--- src/rtl/alu_issue_ctrl_pkg.sv ---
// Shared ALU function codes and issue-FSM state encoding for the ALU issue stage.
package alu_issue_ctrl_pkg;

  localparam int unsigned FUNC_W = 3;

  localparam logic [FUNC_W-1:0] ALU_ADD = 3'd0;
  localparam logic [FUNC_W-1:0] ALU_SUB = 3'd1;
  localparam logic [FUNC_W-1:0] ALU_AND = 3'd2;
  localparam logic [FUNC_W-1:0] ALU_OR  = 3'd3;
  localparam logic [FUNC_W-1:0] ALU_XOR = 3'd4;

  typedef enum logic [1:0] {
    StIdle  = 2'd0,
    StIssue = 2'd1,
    StWait  = 2'd2,
    StWb    = 2'd3
  } state_e;

endpackage

--- src/rtl/alu_issue_ctrl_cmd_fifo.sv ---
// Synchronous show-ahead command FIFO; DEPTH must be a power of 2 so pointers wrap naturally.
module alu_issue_ctrl_cmd_fifo #(
  parameter int unsigned WIDTH = 12,
  parameter int unsigned DEPTH = 4
) (
  input  logic             clk,
  input  logic             rst,
  input  logic             push,
  input  logic             pop,
  input  logic [WIDTH-1:0] din,
  output logic [WIDTH-1:0] dout,
  output logic             full,
  output logic             empty
);

  localparam int unsigned PW = (DEPTH > 1) ? $clog2(DEPTH) : 1;

  logic [WIDTH-1:0] mem [DEPTH];
  logic [PW-1:0]    wr_ptr;
  logic [PW-1:0]    rd_ptr;
  logic [PW:0]      count;
  logic             do_push;
  logic             do_pop;

  assign do_pop  = pop & ~empty;
  // A push into a full FIFO is accepted only when a pop frees the slot in the same cycle.
  assign do_push = push & (~full | do_pop);

  assign full  = (count == (PW+1)'(DEPTH));
  assign empty = (count == '0);
  assign dout  = mem[rd_ptr];

  always_ff @(posedge clk) begin
    if (rst) begin
      wr_ptr <= '0;
      rd_ptr <= '0;
      count  <= '0;
    end else begin
      if (do_push) begin
        mem[wr_ptr] <= din;
        wr_ptr      <= wr_ptr + PW'(1);
      end
      if (do_pop) begin
        rd_ptr <= rd_ptr + PW'(1);
      end
      case ({do_push, do_pop})
        2'b10:   count <= count + (PW+1)'(1);
        2'b01:   count <= count - (PW+1)'(1);
        default: count <= count;
      endcase
    end
  end

endmodule

--- src/rtl/alu_issue_ctrl.sv ---
// ALU issue stage: buffers register-addressed commands, reads operands, issues one op at a time
// to the ALU and writes the result back into the local register file.
module alu_issue_ctrl
  import alu_issue_ctrl_pkg::*;
#(
  parameter int unsigned DWIDTH     = 16,
  parameter int unsigned NREGS      = 8,
  parameter int unsigned FIFO_DEPTH = 4,
  parameter int unsigned TIMEOUT    = 15,
  parameter int unsigned AW         = $clog2(NREGS)
) (
  input  logic              clk,
  input  logic              rst,
  input  logic              cmd_valid,
  output logic              cmd_ready,
  input  logic [2:0]        cmd_func,
  input  logic [AW-1:0]     cmd_rd,
  input  logic [AW-1:0]     cmd_ra,
  input  logic [AW-1:0]     cmd_rb,
  input  logic              host_wr_en,
  output logic              host_wr_ready,
  input  logic [AW-1:0]     host_wr_addr,
  input  logic [DWIDTH-1:0] host_wr_data,
  input  logic [AW-1:0]     host_rd_addr,
  output logic [DWIDTH-1:0] host_rd_data,
  output logic              alu_en,
  output logic [2:0]        alu_func,
  output logic [DWIDTH-1:0] alu_a,
  output logic [DWIDTH-1:0] alu_b,
  input  logic              alu_done,
  input  logic [DWIDTH-1:0] alu_result,
  output logic              busy,
  output logic              wb_pulse,
  output logic              err_timeout
);

  localparam int unsigned FW = FUNC_W + 3 * AW;
  localparam int unsigned CW = $clog2(TIMEOUT + 1);
  localparam logic [CW-1:0] WaitLast = CW'(TIMEOUT - 1);

  state_e            state;
  logic [DWIDTH-1:0] rf [NREGS];
  logic [AW-1:0]     rd_q;
  logic [DWIDTH-1:0] result_q;
  logic [CW-1:0]     wait_cnt;

  logic              fifo_push;
  logic              fifo_pop;
  logic              fifo_full;
  logic              fifo_empty;
  logic [FW-1:0]     fifo_din;
  logic [FW-1:0]     fifo_dout;
  logic [2:0]        head_func;
  logic [AW-1:0]     head_rd;
  logic [AW-1:0]     head_ra;
  logic [AW-1:0]     head_rb;

  assign cmd_ready = ~fifo_full;
  assign fifo_push = cmd_valid & cmd_ready;
  assign fifo_pop  = (state == StIdle) & ~fifo_empty;
  assign fifo_din  = {cmd_func, cmd_rd, cmd_ra, cmd_rb};
  assign {head_func, head_rd, head_ra, head_rb} = fifo_dout;

  alu_issue_ctrl_cmd_fifo #(
    .WIDTH (FW),
    .DEPTH (FIFO_DEPTH)
  ) u_cmd_fifo (
    .clk   (clk),
    .rst   (rst),
    .push  (fifo_push),
    .pop   (fifo_pop),
    .din   (fifo_din),
    .dout  (fifo_dout),
    .full  (fifo_full),
    .empty (fifo_empty)
  );

  assign busy          = (state != StIdle) | ~fifo_empty;
  assign host_wr_ready = (state != StWb);
  assign host_rd_data  = rf[host_rd_addr];

  always_ff @(posedge clk) begin
    if (rst) begin
      state       <= StIdle;
      alu_en      <= 1'b0;
      alu_func    <= '0;
      alu_a       <= '0;
      alu_b       <= '0;
      rd_q        <= '0;
      result_q    <= '0;
      wait_cnt    <= '0;
      wb_pulse    <= 1'b0;
      err_timeout <= 1'b0;
    end else begin
      alu_en   <= 1'b0;
      wb_pulse <= 1'b0;
      unique case (state)
        StIdle: begin
          if (!fifo_empty) begin
            alu_func <= head_func;
            rd_q     <= head_rd;
            alu_a    <= rf[head_ra];
            alu_b    <= rf[head_rb];
            alu_en   <= 1'b1;
            state    <= StIssue;
          end
        end
        StIssue: begin
          wait_cnt <= '0;
          state    <= StWait;
        end
        StWait: begin
          if (alu_done) begin
            result_q <= alu_result;
            wb_pulse <= 1'b1;
            state    <= StWb;
          end else if (wait_cnt == WaitLast) begin
            // Give up on the op; the destination register keeps its old value.
            err_timeout <= 1'b1;
            state       <= StIdle;
          end else begin
            wait_cnt <= wait_cnt + CW'(1);
          end
        end
        StWb: begin
          state <= StIdle;
        end
        default: begin
          state <= StIdle;
        end
      endcase
    end
  end

  // Single write port: writeback wins, host writes are refused during WB.
  always_ff @(posedge clk) begin
    if (rst) begin
      for (int i = 0; i < int'(NREGS); i++) begin
        rf[i] <= '0;
      end
    end else if (state == StWb) begin
      rf[rd_q] <= result_q;
    end else if (host_wr_en) begin
      rf[host_wr_addr] <= host_wr_data;
    end
  end

endmodule

--- config.mk ---
export PLATFORM = sky130hd
export DESIGN_NAME = alu_issue_ctrl
export DESIGN_NICKNAME = d
export VERILOG_FILES = /design/src/rtl/alu_issue_ctrl_pkg.sv /design/src/rtl/alu_issue_ctrl_cmd_fifo.sv /design/src/rtl/alu_issue_ctrl.sv
export SDC_FILE = /design/constraint.sdc
export NUM_CORES = 1
export LEC_CHECK = 0
export BUFFER_PORTS_ARGS = -buffer_cell sky130_fd_sc_hd__buf_2
export CAP_MARGIN = 10
export CORE_MARGIN = 5
export CORE_UTILIZATION = 45
export CTS_CLUSTER_SIZE = 10
export DETAILED_ROUTE_END_ITERATION = 8
export GPL_TIMING_DRIVEN = 0
export SLEW_MARGIN = 0
export SYNTH_ARGS = -nofsm -noshare
export SYNTH_HDL_FRONTEND = slang
export SYNTH_SLANG_ARGS = --single-unit
--- constraint.sdc ---
create_clock -name clk -period 8.02 [get_ports clk]
set_input_delay 2.406 -clock clk [delete_from_list [all_inputs] [get_ports clk]]
set_output_delay 2.406 -clock clk [all_outputs]
set_load 0.005 [all_outputs]
==> impl_metrics.yaml <==
global_route:
  grt_max_degree: 17
  grt.total_usage: 0.212
  antenna_found_initial: 2
  grt_pass1_wl_um: 50600
  grt_pass1_vias: 8534
  grt_overflow: 0
synthesis:
  syn_nets: 1058
  avgSynthCellArea_um2: 12.3
  synth_largest_area_cell: "edfxtp_1"
  synth_area_um2: 12200
  synthTopCellsByArea: "edfxtp_1 43%, mux2i_1 12%, dfxtp_1 12%"
  netlist_top_cells_count: "176 x edfxtp_1, 176 x nor2_1, 147 x mux2i_1"
  ys.flop_type: "edfxtp_1"
  synth_edf_count: 176
  synth_top_area_share: 0.432
  synth_seq_cells: 248
  synthCells: 995
  yosysWarningCount: 0
  synth_cell_type_count: 41
  seq_area_frac_synth: 0.550
  ys_async_sr_fraction: 0
cts:
  cts-root-buf: "clkbuf_16"
  cts-resized-gates: 0
  numCtsBuffers: 29
  clock_sinks: 248
  cts.path.max_buffers: 3
  hold_buffers: 0
  cts_setup_buffers: 0
  clk_latency_ns: 0.55
  clkTransAtPathRegs_ns: 0.06
  h-tree-depth: 1
  cts_tree: "done"
setup_path:
  path_delay_family: "multiplexers"
  cp-end-kind: "primary output"
  startpoint_type: "input port"
  reg2reg_setup_slack_ns: 4.67
  arrival_ns: 4.21
  path_max_fanout: 10
  cp_common_cell: "buf_2"
  critPathBufInv: 3
  cpMaxStageDelayCell: "mux4_2"
  critPathKind: "in -> out"
  worstPathRequired_ns: 5.61
  max_stage_delay_ns: 0.61
  crit_path_cell_trace: "clkbuf_1, buf_2, mux4_2, mux2_2, buf_2"
floorplan:
  die-area_um2: 30600
  rows: 60
  num_io_pins: 112
  initial_core_util: 0.455
  chipHeight_um: 175
  die_x_um: 175
  core_area_um2: 26900
sta:
  tns_ns: 0
  finClkSkew_ns: 0.0148
  rsz0062_at_grt: "false"
  drv_slew: 0
  finalHoldViolCount: 0
  setup_viol_count_final: 0
  tightestPinTransition_ns: 1.21
  max_freq_mhz: 151
  min_period_ns: 6.62
  period_share: 0.825
  relSlewSlack: 0.170
power:
  p_leak_nw: 5.35
  vdd_drop_max_uv: 197
  p_total_mw: 4.32
  p_per_area_nw_per_um2: 307
run_status:
  status: "finished, final reports clean"
finish:
  syn_to_final_growth_pct: 15.0
  fin_nets: 1198
  diodes: 0
  drive_gt1_frac: 0.200
placed_design:
  io_buffers: 109
  gp_congestion: 0.886
  dp_hpwl_um: 25300
route:
  drc: 0
  wl_per_cell_um: 21.8
  drt_iter0_drc: 662
  drtAntennaViolNets: 0
  avgViaCountPerCell: 5.61
  routed_wl_um: 32700
  firstDrtPassIters: 5
  vias: 8407
run:
  maxCapViolations: 0
worst_hold_path:
  hp-class: "reg -> reg"
-- layout by cell type (no fill, tap or decap), types with 16 or more instances in the layout --
master     count
a21oi_1       30
buf_2        121
clkbuf_1      58
clkbuf_16     29
dfxtp_1       72
edfxtp_1     176
mux2_2        16
mux2i_1      147
mux4_2        42
nand2_1       63
nor2_1       176
o21a_1        33
o21ai_0       34
o22ai_1       32
o31a_1        32
-- layout make-up --
class / count / area (um^2)
Tap cell: 341 / 427
Clock inverter: 2 / 26.3
Fill cell: 2374 / 12800
Sequential cell: 248 / 6730
Inverter: 6 / 22.5
Buffer: 68 / 390
Multi-Input combinational cell: 673 / 5090
Clock buffer: 52 / 832
Timing Repair Buffer: 109 / 546
-- cell families after synthesis --
kind of cell             share of synthesized area
buffers and inverters                       0.0338
XOR/XNOR                                   0.00501
AO/OA/AOI/OAI                               0.0917
adder cells (fa/ha/maj)                    0.00880
flip-flops                                   0.550
multiplexers                                 0.217
AND/OR/NAND/NOR                             0.0939
-- routing by layer --
layer | GRT usage | part of all wire
met3 | 0.0342 | 0.067
met5 | 0 | 0.00058
met1 | 0.306 | 0.45
met4 | 0.0452 | 0.018
met2 | 0.343 | 0.46
-- registers in the layout, summed over array words and instances, names as in the netlist, 2 cells and up, named ones only --
signal	flops
alu_a	16
alu_b	16
alu_func	3
rd_q	3
result_q	16
rf	128
state	2
u_cmd_fifo.count	3
u_cmd_fifo.mem	48
u_cmd_fifo.rd_ptr	2
u_cmd_fifo.wr_ptr	2
wait_cnt	4
-- path summary, 6_finish.rpt --
path,from,to,cells past startpoint
hold / removal,result_q[10],result_q[10],2
setup reg to reg,u_cmd_fifo.count[0],u_cmd_fifo.count[2],9
hold reg to reg,result_q[10],result_q[10],2
setup / recovery,host_rd_addr[0],host_rd_data[5],5
-- metrics by stage --
step	cells	hold slack, ns	util	area, um^2	setup WS [ns]
3_3_place_gp	1445	0.444	0.491	13200	1.40
2_1_floorplan	995	0.436	-	12200	1.90
3_5_place_dp	1445	0.448	0.491	13200	1.40
5_1_grt	1499	0.481	0.523	14100	1.31
4_1_cts	1499	0.458	0.523	14100	1.40
6_report	1499	0.459	0.523	14100	1.40
-- power breakdown --
group / internal [mW] / switching, mW
Sequential: 1.56 / 0.111
Clock: 0.697 / 0.501
Combinational: 0.609 / 0.844
-- worst register-to-register path: stages, from the launching register on --
cell and delay [ns]:
dfxtp_1 0.37, or3_1 0.38, nand2_1 0.28, clkinv_1 0.42, buf_1 0.46, ha_1 0.39
fa_1 0.39, xnor2_1 0.15, or3_1 0.31, a21oi_1 0.14
Note: power is estimated with default switching activity, not from simulation.
